## src/rtl/i2c_target_regs_pkg.sv

```systemverilog
// Shared types and constants for the I2C target register block.
package i2c_target_pkg;

  typedef enum logic [3:0] {
    ST_IDLE,
    ST_ADDR,
    ST_ADDR_ACK,
    ST_PTR,
    ST_PTR_ACK,
    ST_WDATA,
    ST_WDATA_ACK,
    ST_RDATA,
    ST_RACK,
    ST_IGNORE
  } i2c_tgt_state_t;

  localparam logic I2C_ACK  = 1'b0;
  localparam logic I2C_NACK = 1'b1;

endpackage

```

## src/rtl/i2c_target_regs_if.sv

```systemverilog
// Open-drain I2C bus seen by the target: sampled SCL/SDA in, SDA drive pair out.
interface i2c_target_regs_if;
  logic scl_i;
  logic sda_i;
  logic sda_o;
  logic sda_t;

  modport master (output scl_i, output sda_i, input sda_o, input sda_t);
  modport slave  (input scl_i, input sda_i, output sda_o, output sda_t);
endinterface

```

## src/rtl/i2c_target_regs_line_cond.sv

```systemverilog
// Per-line conditioning: 2-flop synchronizer, optional 3-sample majority
// filter (I2C_TARGET_GLITCH_FILTER_EN), then level/rise/fall detection.
module i2c_line_cond (
  input  logic clk,
  input  logic rst,
  input  logic line_i,
  output logic level,
  output logic rise,
  output logic fall
);
  logic sync1_q, sync2_q, prev_q, cond;

  always_ff @(posedge clk) begin
    if (rst) begin
      sync1_q <= 1'b1;
      sync2_q <= 1'b1;
    end else begin
      sync1_q <= line_i;
      sync2_q <= sync1_q;
    end
  end

`ifdef I2C_TARGET_GLITCH_FILTER_EN
  logic hist0_q, hist1_q, filt_q;

  always_ff @(posedge clk) begin
    if (rst) begin
      hist0_q <= 1'b1;
      hist1_q <= 1'b1;
      filt_q  <= 1'b1;
    end else begin
      hist0_q <= sync2_q;
      hist1_q <= hist0_q;
      filt_q  <= (sync2_q & hist0_q) | (sync2_q & hist1_q) | (hist0_q & hist1_q);
    end
  end

  assign cond = filt_q;
`else
  assign cond = sync2_q;
`endif

  always_ff @(posedge clk) begin
    if (rst) prev_q <= 1'b1;
    else     prev_q <= cond;
  end

  assign level = cond;
  assign rise  = cond & ~prev_q;
  assign fall  = ~cond & prev_q;
endmodule

```

## src/rtl/i2c_target_regs.sv

```systemverilog
// I2C target with a byte-wide register file and auto-incrementing pointer.
// Optional glitch filter on SCL/SDA: define I2C_TARGET_GLITCH_FILTER_EN.
module i2c_target_regs
  import i2c_target_pkg::*;
#(
  parameter logic [6:0]  TARGET_ADDR = 7'h50,
  parameter int unsigned DEPTH       = 16,
  parameter int unsigned PTR_W       = $clog2(DEPTH)
) (
  input  logic               clk,
  input  logic               rst,
  i2c_target_regs_if.slave   bus,
  output logic               wr_valid,
  output logic [PTR_W-1:0]   wr_addr,
  output logic [7:0]         wr_data,
  input  logic [PTR_W-1:0]   rd_addr,
  output logic [7:0]         rd_data,
  output logic               busy
);
  logic scl, scl_rise, scl_fall;
  logic sda, sda_rise, sda_fall;

  i2c_line_cond u_scl (.clk(clk), .rst(rst), .line_i(bus.scl_i),
                       .level(scl), .rise(scl_rise), .fall(scl_fall));
  i2c_line_cond u_sda (.clk(clk), .rst(rst), .line_i(bus.sda_i),
                       .level(sda), .rise(sda_rise), .fall(sda_fall));

  i2c_tgt_state_t   state_q, state_d;
  logic [3:0]       cnt_q, cnt_d;
  logic [7:0]       sh_q, sh_d;
  logic [PTR_W-1:0] ptr_q, ptr_d, ptr_inc;
  logic             sda_t_q, sda_t_d;
  logic             rack_q, rack_d;
  logic             wr_en;
  logic [7:0]       wr_byte;
  logic [7:0]       regs [DEPTH];

  assign ptr_inc = ptr_q + PTR_W'(1);
  assign wr_byte = {sh_q[6:0], sda};

  always_comb begin
    state_d = state_q;
    cnt_d   = cnt_q;
    sh_d    = sh_q;
    ptr_d   = ptr_q;
    sda_t_d = sda_t_q;
    rack_d  = rack_q;
    wr_en   = 1'b0;
    if (scl && sda_fall) begin
      state_d = ST_ADDR;
      cnt_d   = '0;
      sda_t_d = 1'b1;
    end else if (scl && sda_rise) begin
      state_d = ST_IDLE;
      sda_t_d = 1'b1;
    end else begin
      case (state_q)
        ST_ADDR, ST_PTR, ST_WDATA: begin
          if (scl_rise && cnt_q != 4'd8) begin
            sh_d  = wr_byte;
            cnt_d = cnt_q + 4'd1;
            wr_en = (state_q == ST_WDATA) && (cnt_q == 4'd7);
          end else if (scl_fall && cnt_q == 4'd8) begin
            sda_t_d = I2C_ACK;
            if (state_q == ST_ADDR) begin
              if (sh_q[7:1] == TARGET_ADDR) begin
                state_d = ST_ADDR_ACK;
              end else begin
                state_d = ST_IGNORE;
                sda_t_d = 1'b1;
              end
            end else if (state_q == ST_PTR) begin
              state_d = ST_PTR_ACK;
              ptr_d   = sh_q[PTR_W-1:0];
            end else begin
              state_d = ST_WDATA_ACK;
            end
          end
        end
        ST_ADDR_ACK: begin
          if (scl_fall) begin
            cnt_d = '0;
            if (sh_q[0]) begin
              state_d         = ST_RDATA;
              {sda_t_d, sh_d} = {regs[ptr_q], 1'b0};
            end else begin
              state_d = ST_PTR;
              sda_t_d = 1'b1;
            end
          end
        end
        ST_PTR_ACK, ST_WDATA_ACK: begin
          if (scl_fall) begin
            state_d = ST_WDATA;
            cnt_d   = '0;
            sda_t_d = 1'b1;
            if (state_q == ST_WDATA_ACK) ptr_d = ptr_inc;
          end
        end
        ST_RDATA: begin
          // MSB already on the wire; each fall shifts the next bit out.
          if (scl_rise && cnt_q != 4'd8) begin
            cnt_d = cnt_q + 4'd1;
          end else if (scl_fall) begin
            if (cnt_q == 4'd8) begin
              state_d = ST_RACK;
              sda_t_d = 1'b1;
            end else begin
              {sda_t_d, sh_d} = {sh_q, 1'b0};
            end
          end
        end
        ST_RACK: begin
          if (scl_rise) begin
            rack_d = sda;
          end else if (scl_fall) begin
            ptr_d = ptr_inc;
            if (rack_q == I2C_ACK) begin
              state_d         = ST_RDATA;
              cnt_d           = '0;
              {sda_t_d, sh_d} = {regs[ptr_inc], 1'b0};
            end else begin
              state_d = ST_IGNORE;
            end
          end
        end
        default: ;
      endcase
    end
  end

  always_ff @(posedge clk) begin
    if (rst) begin
      state_q  <= ST_IDLE;
      cnt_q    <= '0;
      sh_q     <= '0;
      ptr_q    <= '0;
      sda_t_q  <= 1'b1;
      rack_q   <= I2C_NACK;
      wr_valid <= 1'b0;
      wr_addr  <= '0;
      wr_data  <= '0;
    end else begin
      state_q  <= state_d;
      cnt_q    <= cnt_d;
      sh_q     <= sh_d;
      ptr_q    <= ptr_d;
      sda_t_q  <= sda_t_d;
      rack_q   <= rack_d;
      wr_valid <= wr_en;
      if (wr_en) begin
        wr_addr <= ptr_q;
        wr_data <= wr_byte;
      end
    end
  end

  always_ff @(posedge clk) begin
    if (rst) begin
      for (int unsigned i = 0; i < DEPTH; i++) regs[i] <= '0;
    end else if (wr_en) begin
      regs[ptr_q] <= wr_byte;
    end
  end

  assign rd_data   = regs[rd_addr];
  assign busy      = (state_q != ST_IDLE);
  assign bus.sda_o = 1'b0;
  assign bus.sda_t = sda_t_q;
endmodule
```

## src/flat_wrapper.sv

```systemverilog
// flat-port wrapper written by rule: the top's interface ports become plain ports
module i2c_target_regs_flat import i2c_target_pkg::*;
#(
  parameter logic [6:0]  TARGET_ADDR = 7'h50,
  parameter int unsigned DEPTH       = 16,
  parameter int unsigned PTR_W       = $clog2(DEPTH)
)
  (clk, rst, wr_valid, wr_addr, wr_data, rd_addr, rd_data, busy, bus_scl_i, bus_sda_i, bus_sda_o, bus_sda_t);
  i2c_target_regs_if bus_i ();
  input  logic clk;
  input  logic rst;
  output logic wr_valid;
  output logic [PTR_W-1:0] wr_addr;
  output logic [7:0] wr_data;
  input  logic [PTR_W-1:0] rd_addr;
  output logic [7:0] rd_data;
  output logic busy;
  input wire logic [$bits(bus_i.scl_i)-1:0] bus_scl_i;
  input wire logic [$bits(bus_i.sda_i)-1:0] bus_sda_i;
  output wire logic [$bits(bus_i.sda_o)-1:0] bus_sda_o;
  output wire logic [$bits(bus_i.sda_t)-1:0] bus_sda_t;
  assign bus_i.scl_i = bus_scl_i;
  assign bus_i.sda_i = bus_sda_i;
  assign bus_sda_o = bus_i.sda_o;
  assign bus_sda_t = bus_i.sda_t;
  i2c_target_regs #(.TARGET_ADDR(TARGET_ADDR), .DEPTH(DEPTH), .PTR_W(PTR_W)) u_core (.clk(clk), .rst(rst), .bus(bus_i), .wr_valid(wr_valid), .wr_addr(wr_addr), .wr_data(wr_data), .rd_addr(rd_addr), .rd_data(rd_data), .busy(busy));
endmodule
```

## config.mk

```make
export PLATFORM = sky130hd
export DESIGN_NAME = i2c_target_regs_flat
export DESIGN_NICKNAME = d
export VERILOG_FILES = /design/src/rtl/i2c_target_regs_pkg.sv /design/src/rtl/i2c_target_regs_if.sv /design/src/rtl/i2c_target_regs_line_cond.sv /design/src/rtl/i2c_target_regs.sv /design/src/flat_wrapper.sv
export SDC_FILE = /design/constraint.sdc
export NUM_CORES = 1
export LEC_CHECK = 0
export CAP_MARGIN = 5
export CORE_AREA = 5 5 138 140
export DETAILED_ROUTE_END_ITERATION = 10
export DIE_AREA = 0 0 143 145
export MAX_ROUTING_LAYER = met4
export PLACE_DENSITY = 0.76
export SETUP_SLACK_MARGIN = 0.05
export SYNTH_ARGS = -nofsm -noshare
export SYNTH_HDL_FRONTEND = slang
export SYNTH_SLANG_ARGS = --single-unit
```

## constraint.sdc

```tcl
create_clock -name clk -period 7.1 [get_ports clk]
set_input_delay 1.065 -clock clk [delete_from_list [all_inputs] [get_ports clk]]
set_output_delay 1.065 -clock clk [all_outputs]
set_load 0.01 [all_outputs]
```

==> results of run 1 <==
==> kinds of logic (layout without fill, tap and decap cells) <==
family / Yosys count / count (layout)
AO/OA/AOI/OAI: 92 / 92
XOR/XNOR: 4 / 4
adder cells (fa/ha/maj): 6 / 6
buffers and inverters: 91 / 85
flip-flops: 173 / 173
multiplexers: 128 / 128
other: 1 / 1
AND/OR/NAND/NOR: 275 / 275
==> synthesized netlist by cell type (3+ instances only) <==
library cell,instances,area (um^2)
nor3_1,71,355
edfxtp_1,128,3840
o21ai_0,10,50.1
buf_1,10,37.5
ha_1,6,75.1
nand3_1,5,25.0
or3_1,4,25.0
inv_1,12,45.0
a211oi_1,4,30.0
nor2b_1,14,87.6
a221oi_1,8,70.1
nand3b_1,6,45.0
nor2_8,4,80.1
or2_1,4,25.0
nand2_1,35,131
xor2_1,3,26.3
clkbuf_1,53,199
dfxtp_1,45,901
or2_2,20,125
mux2i_1,8,80.1
nand2b_1,9,56.3
a21oi_1,46,230
a22oi_1,3,22.5
mux4_2,118,2660
nor2_1,30,113
and2_1,64,400
a31oi_1,4,25.0
buf_2,11,55.1
==> power breakdown <==
part / internal, mW / total (mW) / switching (mW) / leakage, nW
clock: 0.498 / 0.961 / 0.464 / 0.301
sequential: 1.12 / 1.17 / 0.0462 / 1.63
combinational: 0.0939 / 0.180 / 0.0861 / 1.61
total: 1.71 / 2.31 / 0.596 / 3.54
==> area by class of cell <==
type                    count  area (um^2)  share of cell area, %
well taps                 229          287                   2.59
inverters                  13         48.8                  0.441
clock buffers              18          450                   4.07
flip-flops and latches    173         4750                   42.9
multi-input cells         506         5010                   45.3
repair buffers             40          360                   3.25
clock inverters            14          163                   1.47
==> path summary, 6_finish.rpt <==
path	cells after the start	slack, ns	endpoint	startpoint
worst max-delay path	4	2.53	rd_data[2]	rd_addr[0]
worst max register to register	6	3.00	u_core.sh_q[1]	u_core.ptr_q[0]
worst min-delay path	1	0.41	u_core.u_sda.level	u_core.u_sda.sync1_q
worst min register to register	1	0.41	u_core.u_sda.level	u_core.u_sda.sync1_q
==> metal layers <==
metal	global-route usage, %	routed length, um	vias to the layer above
met5	-	0	-
met4	7.79	548	0
met3	5.23	2900	67
met2	42.3	13500	533
met1	36.6	9570	3525
li1	-	-	2957
==> sequential cells by signal, indices dropped and copies added, names as in the netlist, named ones only <==
register	count
u_core.u_scl.prev_q	1
u_core.u_scl.level	1
u_core.regs	128
u_core.u_sda.sync1_q	1
u_core.wr_data	8
u_core.ptr_q	4
u_core.wr_addr	4
u_core.sh_q	8
u_core.wr_valid	1
u_core.u_sda.prev_q	1
u_core.state_q	4
u_core.bus.sda_t	1
u_core.rack_q	1
u_core.u_scl.sync1_q	1
u_core.u_sda.level	1
u_core.cnt_q	4
==> through the flow <==
step                      cells  area [um^2]  power (mW)  setup WS [ns]
after CTS                   993        11100        2.30           2.49
after global placement      961        10500        1.35           2.62
after floorplan             770        10100        1.29           3.07
after detailed placement    961        10500        1.36           2.52
final                       993        11100        2.31           2.53
after global routing        993        11100        2.36           2.41
==> worst reg2reg max path, cell delays in order, from the launching register on <==
cell	delay [ns]
dfxtp_2	1.06
inv_1	0.23
ha_2	1.14
mux4_2	0.68
mux4_2	0.49
a21oi_1	0.20
a221oi_1	0.12
==> out/metrics.yaml, run 1 <==
hold_class: "reg2reg"
grt_pass1_vias: 7060
grt_max_degree: 60
crit_path_start_kind: "primary input"
slew-limit-headroom_pct: 16.6
clock_latency_ns: 0.43
cp_data_required_time_ns: 6.03
layout_common_cells: "128 x edfxtp_1, 118 x mux4_2, 71 x nor3_1, 64 x and2_1, 46 x a21oi_1"
async_reset_ff_share_pct: 0
skew_ns: 0.0118
mostFrequentLayoutCell: "edfxtp_1"
globalRouteTotalUtil_pct: 27.0
postSynthAreaPerCell_um2: 13.2
drive_gt1_share_pct: 26.2
grt_setup_unrepaired: "false"
port_buffers: 30
yosysSeqAreaShare_pct: 46.8
clk_pin_slew_worst_paths_ns: 0.08
ys.flop_type: "edfxtp_1"
grt_pass1_wl_um: 41700
drtIter0Drc: 902
fin_crit_ns: 4.57
peakVddDrop_uv: 176
dr.pass1.iters: 5
ys.warnings.count: 0
place_hpwl_um: 18300
outcome: "completed"
start_util_pct: 57.2
htreeDepth: 4
cpPeakStageDelay_ns: 0.76
post_cts.resized_instances: 0
num_rows: 49
tns_ns: 0
cts_tree: "yes"
area_growth_pct: 9.23
cts_root_buf: "clkbuf_16"
hold_viol_final: 0
synth_top_family_by_area: "multiplexers"
vias_per_cell: 7.13
insertedDiodeCount: 0
drv_cap: 0
finalCritPeriodShare_pct: 64.3
crit_top_cell: "mux4_2"
wl_um: 26500
cpMaxStageDelayCell: "buf_2"
synth_fa_ha_area_share_pct: 0.741
ys_types: 57
end_kind: "output pin"
ys_ff_latch: 173
synthesis.nets: 784
syn_inst: 770
synth_xor_area_share_pct: 0.420
cp_data_arrival_time_ns: 3.50
cellLeakagePower_nw: 3.54
grt_overflow: 0
drc: 0
synth_compound_area_share_pct: 5.72
postCtsSetupBuffers: 0
timing.hold.ws_ns: 0.415
path_buf_inv: 2
gp_congestion: 0.956
die_y_um: 145
io_pins: 32
core_um2: 17700
report.final.slew_viol_count: 0
num_vias: 7082
wire_per_inst_um: 26.7
worstMarginPinSlew_ns: 1.25
die-area_um2: 20700
nNetsFinal: 765
fp.dieW_um: 143
synth-edff-count: 128
post_synth_instance_area_um2: 10100
cts_buffers: 17
synthMuxAreaShare_pct: 27.2
final_core_util_pct: 62.5
antenna_found_initial: 0
cts_sinks: 173
max-clock-path-buffers: 2
finalSetupViolations: 0
cp_cell_sequence: "buf_2 > mux4_2 > mux4_2 > clkdlybuf4s50_1"
power_density_nw_per_um2: 208
drt.antenna.violating_nets: 0
synth-simple-area-share_pct: 15.3
cts_hold_buf: 0
fillers: 1303
cp_top_family: "buffers and inverters"
path_class: "in2out"
worstPathMaxFanout: 32
clock.fmax_mhz: 219
No activity file was read; power rests on OpenSTA's default activity.
==> run 2, diff against run 1 <==
CORE_AREA = 5 5 141 143   (was 5 5 138 140)
DIE_AREA = 0 0 146 148   (was 0 0 143 145)
clock period = 4.15 ns   (was 7.1 ns; I/O delays follow)
==> out/metrics.yaml, run 2 (synthesized netlist as in run 1, its figures left out) <==
cp_cell_sequence: "buf_2 > buf_4 > mux4_2 > mux4_2 > clkdlybuf4s50_1"
peakVddDrop_uv: 306
place_hpwl_um: 19400
gp_congestion: 0.921
cts_sinks: 173
cpPeakStageDelay_ns: 0.60
fin_ws_ns: 0.698
start_util_pct: 54.9
timing.hold.ws_ns: 0.414
max-clock-path-buffers: 2
layout_common_cells: "128 x edfxtp_1, 118 x mux4_2, 71 x nor3_1, 64 x and2_1, 46 x a21oi_1"
reg2reg_from: "u_core.state_q[0]"
dr.pass1.iters: 5
grt_overflow: 0
wire_per_inst_um: 28.4
end_kind: "output pin"
slew-limit-headroom_pct: 39.0
die-area_um2: 21600
drtIter0Drc: 854
cp_data_arrival_time_ns: 2.83
wl_um: 28800
routed-wl-met2_um: 14500
num_vias: 7225
globalRouteTotalUtil_pct: 28.0
finalCritPeriodShare_pct: 83.2
grt_pass1_vias: 7182
grt_pass1_wl_um: 44000
power_density_nw_per_um2: 354
grt_max_degree: 54
postCtsSetupBuffers: 0
reg_top3: "u_core.regs: 128 flops, u_core.sh_q: 8 flops, u_core.wr_data: 8 flops"
post-place-ws_ns: 0.671
hold_path_startpoint: "u_core.u_sda.sync1_q"
fp.dieW_um: 146
post_cts.resized_instances: 0
mostFrequentLayoutCell: "edfxtp_1"
path_class: "in2out"
io_pins: 32
final_core_util_pct: 60.6
clk_pin_slew_worst_paths_ns: 0.07
cp_data_required_time_ns: 3.53
htreeDepth: 4
cts_buffers: 17
drive_gt1_share_pct: 27.5
antenna_found_initial: 0
clock_latency_ns: 0.44
regMostFlops: "u_core.regs"
cts_hold_buf: 0
routed.top_layer: "met4"
drv_cap: 0
finalSetupViolations: 0
met3WireLength_um: 3140
cellLeakagePower_nw: 3.63
cts_tree: "yes"
cts_root_buf: "clkbuf_16"
tns_ns: 0
hold_viol_final: 0
die_y_um: 148
worstPathMaxFanout: 32
drt-met1-wl_um: 9970
vias_per_cell: 7.14
grt_setup_unrepaired: "false"
area_growth_pct: 10.3
fillers: 1359
core_um2: 18500
skew_ns: 0.00830
outcome: "completed"
clock.fmax_mhz: 290
cpMaxStageDelayCell: "mux4_2"
num_rows: 50
crit_top_cell: "mux4_2"
worstMarginPinSlew_ns: 0.913
insertedDiodeCount: 0
hold_class: "reg2reg"
startpoint: "rd_addr[0]"
nNetsFinal: 779
report.final.slew_viol_count: 0
largest_reg_flops: 128
fin_crit_ns: 3.45
drt.antenna.violating_nets: 0
drc: 0
crit_path_start_kind: "primary input"
port_buffers: 30
[run 2: cell types whose count changed in the layout (fill, tap and decap cells not counted)]
cell / previous run / this run
clkinv_4: 3 / 2
clkinvlp_4: 0 / 1
clkinv_8: 3 / 1
inv_6: 1 / 4
inv_12: 1 / 0
clkbuf_16: 18 / 20
clkinv_2: 0 / 2
bufinv_8: 0 / 1
buf_4: 10 / 23
inv_8: 5 / 0
clkbuf_4: 0 / 1
[run 2: area by class of cell]
type / instances / area (um^2) / share of cell area (%)
inverters: 13 / 48.8 / 0.436
clock inverters: 12 / 110 / 0.985
clock buffers: 20 / 500 / 4.48
multi-input cells: 506 / 5010 / 44.9
repair buffers: 54 / 465 / 4.16
well taps: 234 / 293 / 2.62
flip-flops and latches: 173 / 4750 / 42.5
[run 2: per-stage QoR]
step / total power, mW / instance area, um^2 / instances
finish: 3.95 / 11200 / 1012
global route: 4.05 / 11200 / 1012
CTS: 3.95 / 11200 / 1011
detailed placement: 2.33 / 10600 / 979
global placement: 2.31 / 10600 / 979
floorplan: 2.20 / 10100 / 770
[run 2: critical path, delay by kind of cell]
kind | cells | cell delay, ns
buffers and inverters | 3 | 1.07
muxes | 2 | 1.11
[run 2: metal layers]
layer	vias up	global-route usage [%]
met2	563	45.4
met5	-	-
met1	3590	34.4
met3	91	5.52
met4	0	12.7
li1	2981	-
[run 2: path summary, 6_finish.rpt]
| kind | end | depth (start not counted) | slack, ns |
|---|---|---|---|
| max | rd_data[2] | 5 | 0.70 |
| min | u_core.u_sda.level | 1 | 0.41 |
| max reg2reg | u_core.regs[2][5] | 6 | 0.71 |
| min reg2reg | u_core.u_sda.level | 1 | 0.41 |
[run 2: where the power goes]
group / leakage [nW] / internal, mW / switching [mW] / total (mW)
clock: 0.305 / 0.916 / 0.738 / 1.65
combinational: 1.69 / 0.158 / 0.159 / 0.317
sequential: 1.64 / 1.91 / 0.0711 / 1.98
total: 3.63 / 2.99 / 0.968 / 3.95
